**src/rtl/dma_pkg.sv**
```systemverilog
// Shared definitions for the DMA / processor memory arbiter: FSM encoding,
// bus-owner tags and the per-word address step.
package dma_pkg;

  typedef enum logic [2:0] {
    IDLE     = 3'd0,
    ARB      = 3'd1,
    LEER     = 3'd2,
    ESCRIBIR = 3'd3,
    FIN      = 3'd4
  } estado_t;

  typedef enum logic {
    OWN_CPU = 1'b0,
    OWN_DMA = 1'b1
  } owner_t;

  localparam int unsigned WORD_INC = 4;

endpackage

```
**src/rtl/dma_contador_dir.sv**
```systemverilog
// Source/destination address and remaining-length registers for one DMA
// transfer; loaded on start, stepped once per moved word.
module dma_contador_dir
  import dma_pkg::*;
#(
  parameter int ADDR_W = 32,
  parameter int LEN_W  = 8
) (
  input  logic              clk,
  input  logic              reset,
  input  logic              load,
  input  logic              step,
  input  logic [ADDR_W-1:0] src_in,
  input  logic [ADDR_W-1:0] dst_in,
  input  logic [LEN_W-1:0]  len_in,
  output logic [ADDR_W-1:0] src,
  output logic [ADDR_W-1:0] dst,
  output logic [LEN_W-1:0]  len,
  output logic              ultimo_word
);

  // NOTE: registers are written with <= so every reader in the same edge
  // sees the pre-edge value, regardless of process evaluation order.
  always_ff @(posedge clk) begin
    if (reset) begin
      src <= '0;
      dst <= '0;
      len <= '0;
    end else if (load) begin
      src <= src_in;
      dst <= dst_in;
      len <= len_in;
    end else if (step) begin
      // Address add wraps naturally at 2^ADDR_W; length saturates at zero.
      src <= src + ADDR_W'(WORD_INC);
      dst <= dst + ADDR_W'(WORD_INC);
      if (len != '0) len <= len - LEN_W'(1);
    end
  end

  assign ultimo_word = (len == LEN_W'(1));

endmodule

```
**src/rtl/arbitro_dma_memoria.sv**
```systemverilog
// Shares the single-port data memory between the processor and a
// cycle-stealing DMA copier; the processor is stalled only during a word move.
module arbitro_dma_memoria
  import dma_pkg::*;
#(
  parameter int ADDR_W = 32,
  parameter int DATA_W = 32,
  parameter int LEN_W  = 8
) (
  input  logic              clk,
  input  logic              reset,
  input  logic              cpu_mem_req,
  input  logic              cpu_we,
  input  logic [ADDR_W-1:0] cpu_addr,
  input  logic [DATA_W-1:0] cpu_wdata,
  output logic              cpu_stall,
  input  logic              dma_start,
  input  logic [ADDR_W-1:0] dma_src,
  input  logic [ADDR_W-1:0] dma_dst,
  input  logic [LEN_W-1:0]  dma_len,
  output logic              dma_busy,
  output logic              dma_done,
  output logic [ADDR_W-1:0] mem_addr,
  output logic [DATA_W-1:0] mem_wdata,
  output logic              mem_we,
  input  logic [DATA_W-1:0] mem_rdata
);

  estado_t           estado, estado_sig;
  owner_t            ultimo, ultimo_sig;
  logic              load, step;
  logic [ADDR_W-1:0] src, dst;
  logic [LEN_W-1:0]  len;
  logic              ultimo_word;

  dma_contador_dir #(
    .ADDR_W (ADDR_W),
    .LEN_W  (LEN_W)
  ) u_contador (
    .clk         (clk),
    .reset       (reset),
    .load        (load),
    .step        (step),
    .src_in      (dma_src),
    .dst_in      (dma_dst),
    .len_in      (dma_len),
    .src         (src),
    .dst         (dst),
    .len         (len),
    .ultimo_word (ultimo_word)
  );

  always_ff @(posedge clk) begin
    if (reset) begin
      estado <= IDLE;
      ultimo <= OWN_CPU;
    end else begin
      estado <= estado_sig;
      ultimo <= ultimo_sig;
    end
  end

  // NOTE: every output of this block gets a default first, so no path
  // through the case can leave a signal unassigned and infer a latch.
  always_comb begin
    estado_sig = estado;
    ultimo_sig = ultimo;
    load       = 1'b0;
    step       = 1'b0;
    mem_addr   = cpu_addr;
    mem_wdata  = cpu_wdata;
    mem_we     = cpu_we & cpu_mem_req;
    cpu_stall  = 1'b0;
    dma_busy   = 1'b0;
    dma_done   = 1'b0;

    unique case (estado)
      IDLE: begin
        if (dma_start) begin
          if (dma_len != '0) begin
            load       = 1'b1;
            ultimo_sig = OWN_CPU;
            estado_sig = ARB;
          end else begin
            estado_sig = FIN;
          end
        end
      end
      ARB: begin
        dma_busy = 1'b1;
        // Processor keeps the bus whenever the DMA moved the previous word.
        if (cpu_mem_req && ultimo == OWN_DMA) ultimo_sig = OWN_CPU;
        else                                  estado_sig = LEER;
      end
      LEER: begin
        dma_busy   = 1'b1;
        mem_addr   = src;
        mem_we     = 1'b0;
        cpu_stall  = cpu_mem_req;
        estado_sig = ESCRIBIR;
      end
      ESCRIBIR: begin
        dma_busy   = 1'b1;
        mem_addr   = dst;
        mem_wdata  = mem_rdata;
        mem_we     = 1'b1;
        cpu_stall  = cpu_mem_req;
        step       = 1'b1;
        ultimo_sig = OWN_DMA;
        estado_sig = ultimo_word ? FIN : ARB;
      end
      FIN: begin
        dma_done   = 1'b1;
        estado_sig = IDLE;
      end
      default: estado_sig = IDLE;
    endcase

    // While reset is asserted the bus is a write-inhibited pass-through.
    if (reset) begin
      mem_addr  = cpu_addr;
      mem_wdata = cpu_wdata;
      mem_we    = 1'b0;
      cpu_stall = 1'b0;
      dma_busy  = 1'b0;
      dma_done  = 1'b0;
    end
  end

endmodule

```
**config.mk**
```make
export PLATFORM = sky130hd
export DESIGN_NAME = arbitro_dma_memoria
export DESIGN_NICKNAME = d
export VERILOG_FILES = /design/src/rtl/dma_pkg.sv /design/src/rtl/dma_contador_dir.sv /design/src/rtl/arbitro_dma_memoria.sv
export SDC_FILE = /design/constraint.sdc
export NUM_CORES = 1
export LEC_CHECK = 0
export CORE_ASPECT_RATIO = 1.1
export CORE_MARGIN = 4
export CORE_UTILIZATION = 38
export DETAILED_ROUTE_END_ITERATION = 10
export HOLD_SLACK_MARGIN = 0.03
export PLACE_DENSITY = 0.75
export SYNTH_ARGS = -nofsm -noshare
export SYNTH_HDL_FRONTEND = slang
export SYNTH_SLANG_ARGS = --single-unit
```
**constraint.sdc**
```tcl
create_clock -name clk -period 1.85 [get_ports clk]
set_input_delay 0.2775 -clock clk [delete_from_list [all_inputs] [get_ports clk]]
set_output_delay 0.2775 -clock clk [all_outputs]
set_load 0.005 [all_outputs]
```
# Word-level counts from Yosys, hierarchy flattened

Index checks and enable logic that the tools add are counted.

$add $sub $neg: 3
Reduce and logical (&&, ||, !) cells: 12
Bitwise gates (word level): 1
Eq/ne operators: 9
Mux-type cells: 32

Operators with widths:

| operator                | count |
|---|---|
| $mux W32                | 7 |
| $add A32 B3 Y32 const B | 2 |
| $pmux W32 S2            | 1 |
| $mux W8                 | 3 |
| $reduce_bool A8 Y1      | 2 |
| $mux W1                 | 14 |
| $mux W3                 | 4 |
| $pmux W3 S4             | 1 |
| $eq A8 B1 Y1 const B    | 1 |
| $ne A2 B2 Y1 const B    | 4 |
| $sub A8 B1 Y8 const B   | 1 |
| $eq A3 B2 Y1 const B    | 2 |
| $reduce_and A2 Y1       | 2 |
| $reduce_and A4 Y1       | 1 |
| $reduce_bool A2 Y1      | 2 |
| $eq A3 B1 Y1 const B    | 1 |
| $eq A3 B3 Y1 const B    | 1 |
| $logic_not A3 Y1        | 1 |
| $pmux W1 S3             | 1 |
| $reduce_bool A3 Y1      | 1 |
| $reduce_or A3 Y1        | 1 |
| $pmux W1 S2             | 1 |
| $reduce_or A2 Y1        | 1 |
| $and A1 B1 Y1           | 1 |
| $logic_and A1 B1 Y1     | 1 |

Output and inout bits: 68
Input bits: 173
Flip-flop bits (word level): 76
Logic and storage cells: 62

# Logic depth before layout (Yosys ltp)

Gate-level depths: netlist of run 1.

Word-level depth: 6
Depth in mapped cells: 8
Mapped depth without buffers: 7

# Cells and area by module

A second synthesis of run 1 with hierarchy kept.

Cell total of the unflattened synthesis: 657
Area, all modules: 5464.0 sq um

By module, submodules not included:

| module              | times used | area an instance (sq um) | cells each | sequential area each (sq um) |
|---|---|---|---|---|
| dma_contador_dir    | 1          | 3998.8                   | 495        | 1441.4 |
| arbitro_dma_memoria | 1          | 1465.2                   | 162        | 80.1 |

# Worst setup path after synthesis of run 1

OpenSTA, ideal clock, no wires.

Path kind: reg-to-output
Start: register estado[0]
End: output mem_wdata[10]
Required time: 1572 ps
Slack: -148 ps
Cell stages (with the launch flop): 6
Path buffers: 2
Arrival: 1720 ps
Path through: dfxtp_1 buf_2 nand3b_4 nor2_1 clkbuf_1 mux2_2

Cells in the longest elaborated chain, start to end: 3

RTL lines:

| item                   | line                       | source |
|---|---|---|
| start, declared        | arbitro_dma_memoria.sv:29  | `estado_t estado, estado_sig;` |
| start signal, assigned | arbitro_dma_memoria.sv:58  | `estado <= estado_sig;` |
| $eq A3 B2 Y1           | arbitro_dma_memoria.sv:77  | `unique case (estado)` |
| $mux W32               | arbitro_dma_memoria.sv:77  |  |
| $mux W32               | arbitro_dma_memoria.sv:120 | `if (reset) begin` |
| end, declared          | arbitro_dma_memoria.sv:24  | `output logic [DATA_W-1:0] mem_wdata,` |

Every way passes these cells.

# Final worst setup path of run 1

Start: register u_contador.dst[10]
End: register u_contador.dst[29]

Cells in the longest elaborated chain, start to end: 3

RTL lines:

| item                   | line                   | source |
|---|---|---|
| start, declared        | dma_contador_dir.sv:17 | `output logic [ADDR_W-1:0] dst,` |
| start signal, assigned | dma_contador_dir.sv:31 | `dst <= dst_in;` |
| start signal, assigned | dma_contador_dir.sv:36 | `dst <= dst + ADDR_W'(WORD_INC);` |
| $add A32 B3 Y32        | dma_contador_dir.sv:36 |  |
| $mux W32               | dma_contador_dir.sv:33 | `end else if (step) begin` |
| $mux W32               | dma_contador_dir.sv:29 | `end else if (load) begin` |

Every way passes these cells. The select of a mux whose other input is x is not followed.
A chain may end at the register's enable or synchronous reset.

==> results of run 1 <==
worst paths after layout:
| kind | slack (ns) | start | to | depth (start not counted) |
|---|---|---|---|---|
| hold / removal | 0.47 | u_contador.src[0] | u_contador.src[0] | 2 |
| setup / recovery | -0.58 | u_contador.dst[10] | u_contador.dst[29] | 5 |
| setup reg to reg | -0.58 | u_contador.dst[10] | u_contador.dst[29] | 5 |
| hold reg to reg | 0.47 | u_contador.src[0] | u_contador.src[0] | 2 |
sequential cells by signal (all words and copies together), names as in the netlist:
signal,count
u_contador.dst,32
u_contador.src,32
u_contador.len,8
estado,3
ultimo,1
cells by family after synthesis:
family,count (synthesis),synth area share
buffers and inverters,63,0.0497
and+or+nand+nor,266,0.287
xor gates and xnor gates,43,0.0727
DFF,76,0.294
adders and majority gates,5,0.0121
muxes,37,0.0797
AOI/OAI and AO/OA,142,0.205
tightest hold or removal path: stages (launching register included):
cell,delay (ns)
dfxtp_1,0.32
nand2_2,0.05
a21oi_1,0.05
routing by layer:
layer | vias to the layer above | track usage
met1 | 3615 | 0.358
met3 | 278 | 0.0706
met4 | 4 | 0.188
li1 | 3115 | -
met5 | - | 0
met2 | 667 | 0.580
power by group through the flow:
| stage | Clock (uW) | Sequential, uW | Combinational, uW |
|---|---|---|---|
| 5_1_grt | 2040 | 2010 | 2500 |
| 3_5_place_dp | 0 | 1980 | 1640 |
| 6_report | 2010 | 2000 | 2440 |
| 2_1_floorplan | 0 | 1970 | 650 |
| 3_3_place_gp | 0 | 1980 | 1600 |
| 4_1_cts | 1910 | 1950 | 1860 |
through the flow:
step	TNS (ns)	instances	area, sq um	setup WS, ns
after floorplan	0	632	5200	0.000834
after global placement	-17.62	1104	8450	-0.240
after detailed placement	-22.14	1104	8450	-0.342
after CTS	-14.74	1158	9700	-0.279
after global routing	-35.23	1185	10900	-0.586
final	-31.40	1186	10900	-0.582
timing repair:
action | in CTS | in global routing
endpoints found under the hold margin | 0 | 0
endpoints found under the setup margin | 93 | 129
buffers inserted | 31 | 16
pin swaps | 47 | 55
cloned | 11 | 11
gates resized for setup | 434 | 203
placed cells by master, fill, tap and decap left out, types with 8 or more instances in the layout:
| cell type | netlist | layout |
|---|---|---|
| clkdlybuf4s50_1 | 0 | 171 |
| buf_4 | 1 | 92 |
| dfxtp_1 | 76 | 71 |
| buf_6 | 0 | 64 |
| nor2_4 | 0 | 37 |
| buf_2 | 14 | 35 |
| nand2_1 | 41 | 34 |
| mux2_4 | 0 | 33 |
| a211oi_2 | 0 | 33 |
| a221o_1 | 30 | 30 |
| nor2_1 | 69 | 24 |
| nand3_1 | 29 | 22 |
| xnor2_1 | 23 | 22 |
| nor3b_2 | 0 | 20 |
| nor3_1 | 30 | 19 |
| xor2_1 | 20 | 19 |
| a21oi_1 | 29 | 19 |
| clkbuf_16 | 0 | 17 |
| buf_12 | 0 | 17 |
| nand4_1 | 16 | 16 |
| a211oi_1 | 44 | 11 |
| inv_1 | 11 | 9 |
| buf_16 | 0 | 9 |
| nor3_2 | 1 | 8 |
| nor2_2 | 0 | 8 |
layout make-up:
class / count / area share
multi-input combinational: 495 / 0.423
timing repair buffer: 403 / 0.383
sequential: 76 / 0.140
tap: 184 / 0.0211
clock buffer: 9 / 0.0206
clock inverter: 6 / 0.00814
inverter: 11 / 0.00378
antenna: 2 / 0.000459
==> impl_metrics.csv, run 1 <==
group,metric,value,unit
synth,synthTopCellsByArea,"dfxtp_1, mux2_2, a211oi_1",
sta,finalCritPeriodShare,1.31,
sta,fin_hold_ws,0.469,ns
synth,ys_warn_count,0,
clock_tree,htree_levels,3,
power_and_ir_drop,combPwrFrac,0.378,
global_route,grt_pass1_wl,39.5,mm
floorplanning,start_util,0.391,
cells_and_area,fin_util,0.823,
synth,synth_edf_count,0,
synth,synth_commonest_cells,"dfxtp_1, nor2_1, a211oi_1",
synth,syn_area,5180,sq um
sta,fmax,411,MHz
synth,async_flop_share,0,
synth,synth_flop_cell,"dfxtp_1",
place,io_buffers,240,
setup_path,critical_path_required,2.13,ns
route,wl_met1,10.9,mm
floorplanning,die_x,119,um
floorplanning,dieHeight,130,um
sta,slew_viol_final,0,
route,wl_per_cell,28.9,um
route,drtIter0Drc,948,
floorplanning,core,13300,sq um
power_and_ir_drop,clkPwrFrac,0.312,
setup_path,slowest_delay,0.69,ns
cells_and_area,multi_input_area,4620,sq um
job,drv_cap,0,
clock_tree,postCtsHoldBufs,0,
sta,final_hold_viol_count,0,
route,drc,0,
sta,tightestPinTransition,0.601,ns
setup_path,path_cells,"nand3_1 > or4_4 > nor4_4 > xnor2_1 > a211oi_2",
floorplanning,num_rows,44,
power_and_ir_drop,switching_share,0.335,
route,wl,34.3,mm
synth,synth_area_leader_cell,"dfxtp_1",
setup_path,critPathLaunchType,"flop",
synth,ys_seq_area_frac,0.294,
synth,ys_ff_latch,76,
power_and_ir_drop,p_leak,0.00419,uW
sta,fin_skew,0.0115,ns
clock_tree,cts_buffers,9,
power_and_ir_drop,irDropWorstVdd,419,uV
setup_path,crit_fanout,5,
setup_path,critPathBufInv,0,
cells_and_area,seq_area,1530,sq um
global_route,grt_max_degree,43,
setup_path,crit_type,"flop to flop",
power_and_ir_drop,intPower,4290,uW
setup_path,cpLargestDelayFamily,"simple AND/OR/NAND/NOR gates",
clock_tree,clockBufferDepth,2,
sta,slew_headroom,0.600,
power_and_ir_drop,powerDensity,591,nW/um^2
setup_path,cp-end-kind,"flop",
power_and_ir_drop,pwr-share-seq,0.310,
synth,synth_cells,632,
cells_and_area,drive_above_1_share,0.469,
clock_tree,clkSlewWorstSetupHoldPaths,0.06,ns
sta,min_period,2.43,ns
run_status,status,"complete, but fails checks",
global_route,grtUsageTotal,0.325,
global_route,antenna_found_initial,3,
setup_path,crit_slowest_cell,"or4_4",
route,postRouteAntennaNets,0,
synth,yosys.cell_count.top_type,"dfxtp_1",
global_route,overflow,0,
route,top_layer,"met5",
clock_tree,cts_tree,"done",
power_and_ir_drop,p_switching,2160,uW
route,wl_met2,15.9,mm
synth,synth.avg_cell_area,8.20,sq um
sta,rsz0062_at_grt,"true",
route,vias,7679,
cells_and_area,area_growth,111,%
cells_and_area,fillers,620,
min_path,worstHoldPathType,"flop to flop",
place,dp_hpwl,16.9,mm
power_and_ir_drop,total_power,6450,uW
cells_and_area,final_nets,1174,
setup_path,cp_data_arrival_time,2.71,ns
route,wl_met3,3.90,mm
floorplanning,die-area,15600,sq um
floorplanning,num_io_pins,241,
sta,fin_ws,-0.582,ns
route,firstDrtPassIters,5,
synth,synth_fp_nets,810,
clock_tree,clock-sinks,76,
place,gp_congestion,0.922,
synth,synth_cell_type_count,58,
global_route,grt_pass1_vias,7038,
clock_tree,clock-root-buffer,"clkbuf_16",
route,viasPerCell,6.47,
run_status,failed_checks,"negative setup slack",
synth,synth_top_area_share,0.294,
clock_tree,insertion_delay,0.36,ns
sta,setup_violations,136,
Power figures use the tool's default switching activity.
==> run 2: changes to the inputs <==
CELL_PAD_IN_SITES_DETAIL_PLACEMENT = 1   (was unset)
CELL_PAD_IN_SITES_GLOBAL_PLACEMENT = 1   (was unset)
CORE_MARGIN = 5   (was 4)
CORE_UTILIZATION = 27   (was 38)
CTS_CLUSTER_DIAMETER = 200   (was unset)
==> impl_metrics.csv, run 2 (synthesized netlist as in run 1, its figures left out) <==
group,metric,value,unit
floorplanning,num_rows,53,
sta,fmax,436,MHz
place,gp_congestion,0.818,
global_route,grtUsageTotal,0.247,
floorplanning,dieHeight,155,um
run_status,failed_checks,"negative setup slack",
clock_tree,insertion_delay,0.36,ns
sta,min_period,2.30,ns
floorplanning,start_util,0.272,
floorplanning,num_io_pins,241,
clock_tree,htree_levels,3,
cells_and_area,final_common_cell,"clkdlybuf4s50_1",
clock_tree,clock-root-buffer,"clkbuf_16",
global_route,overflow,0,
route,vias,7277,
setup_path,r2r_slack,-0.28,ns
route,wl_per_cell,26.7,um
power_and_ir_drop,irDropWorstVdd,515,uV
place,dpl_cell_area,8560,sq um
sta,rsz0062_at_grt,"true",
route,drtIter0Drc,468,
global_route,grt_pass1_vias,7294,
job,drv_cap,0,
cells_and_area,drive_above_1_share,0.502,
setup_path,cp-end-kind,"primary output",
sta,fin_ws,-0.446,ns
global_route,antenna_found_initial,1,
cells_and_area,final_area,11400,sq um
sta,final_hold_viol_count,0,
route,drc,0,
setup_path,critPathLaunchType,"flop",
setup_path,critPathCapture,"mem_wdata[27]",
setup_path,critical_path_required,1.57,ns
clock_tree,cts_buffers,9,
min_path,worstHoldPathType,"flop to flop",
setup_path,crit_fanout,6,
route,wl,34.2,mm
floorplanning,die-area,22100,sq um
run_status,status,"complete, but fails checks",
setup_path,crit_start,"estado[2]",
cells_and_area,area_growth,119,%
sta,setup_violations,137,
power_and_ir_drop,powerDensity,560,nW/um^2
global_route,grt_pass1_wl,42.5,mm
global_route,grt_max_degree,82,
sta,finalCritPeriodShare,1.24,
route,firstDrtPassIters,4,
sta,slew_headroom,0.656,
sta,fin_skew,0.0122,ns
setup_path,reg2reg_depth,10,
clock_tree,clock-sinks,76,
floorplanning,die_x,142,um
sta,tightestPinTransition,0.513,ns
clock_tree,clkSlewWorstSetupHoldPaths,0.07,ns
floorplanning,core,19000,sq um
cells_and_area,final_nets,1208,
power_and_ir_drop,p_leak,0.00444,uW
setup_path,crit_type,"flop to primary output",
route,viasPerCell,5.67,
sta,fin_hold_ws,0.467,ns
sta,slew_viol_final,0,
place,pre_cts_slack,-0.533,ns
place,dp_hpwl,18.5,mm
clock_tree,clockBufferDepth,2,
setup_path,cp_data_arrival_time,2.02,ns
place,io_buffers,240,
setup_path,reg2reg_to,"u_contador.src[16]",
cells_and_area,final_cell_mix,"clkdlybuf4s50_1, buf_4, dfxtp_1",
sta,fin_tns_setup,-31.47,ns
cells_and_area,largestRegisters,"u_contador.dst x32, u_contador.src x32, u_contador.len x8",
setup_path,regToRegStartpoint,"estado[0]",
route,postRouteAntennaNets,0,
clock_tree,cts_tree,"done",
## run 2: cell types whose count changed in the layout (fill, tap and decap cells not counted), moves of 5 or more
cell      change
a21oi_1       -6
a21oi_2       +8
buf_12        +5
buf_2        -13
buf_4        +16
buf_6        -12
clkbuf_2     +33
nor2_1        +5
nor3_1        -5
nor3_4        +8
## run 2: per-stage QoR
step | util | power (uW) | cells
global route | 0.596 | 6540 | 1283
CTS | 0.534 | 5710 | 1243
floorplan | - | 2620 | 632
detailed placement | 0.450 | 3670 | 1168
finish | 0.596 | 6360 | 1283
global placement | 0.450 | 3640 | 1168
## run 2: worst min-delay path by stage
stage                     slack [ns]                 to         startpoint  cells after the start
after floorplan                 0.41  u_contador.src[0]         dma_src[0]                      2
after global placement          0.45  u_contador.dst[0]  u_contador.dst[0]                      2
after detailed placement        0.45  u_contador.src[0]  u_contador.src[0]                      2
after CTS                       0.47  u_contador.dst[1]  u_contador.dst[1]                      2
after global routing            0.49  u_contador.src[1]  u_contador.src[1]                      2
final                           0.47  u_contador.src[1]  u_contador.src[1]                      2
## run 2: timing repair
action / 4_1_cts / 5_1_grt
hold buffers: 0 / 0
gates cloned: 13 / 9
hold endpoints to repair: 0 / 0
gates resized for setup: 291 / 361
setup buffers: 47 / 42
setup endpoints to repair: 115 / 141
pin swaps: 71 / 82
## run 2: power breakdown
| group | total (uW) | leakage, uW | switching (uW) | internal, uW |
|---|---|---|---|---|
| logic | 2580 | 0.00367 | 1150 | 1430 |
| clock network | 1790 | 0.000140 | 771 | 1020 |
| registers | 1990 | 0.000630 | 191 | 1800 |
## run 2: layer usage
| metal | wire, um | track usage |
|---|---|---|
| met4 | 1310 | 0.0841 |
| met3 | 2430 | 0.0498 |
| met2 | 17600 | 0.449 |
| met1 | 12900 | 0.285 |
| met5 | 0 | 0 |
## run 2: worst max-delay path, cell delays in order, from the launching register on
cell and delay, ns:
dfxtp_2 0.33, buf_6 0.11, nand3b_4 0.16, nor2_4 0.18, buf_6 0.16, buf_6 0.13, clkbuf_16 0.15, mux2_4 0.31
buf_6 0.12
## run 2: layout make-up
type / instances / area [sq um]
timing repair buffer: 435 / 4370
multi-input combinational: 497 / 4810
clock inverter: 1 / 5.00
inverter: 11 / 41.3
fill: 2008 / 7680
sequential: 76 / 1530
tap: 247 / 309
antenna: 1 / 2.50
clock buffer: 15 / 278
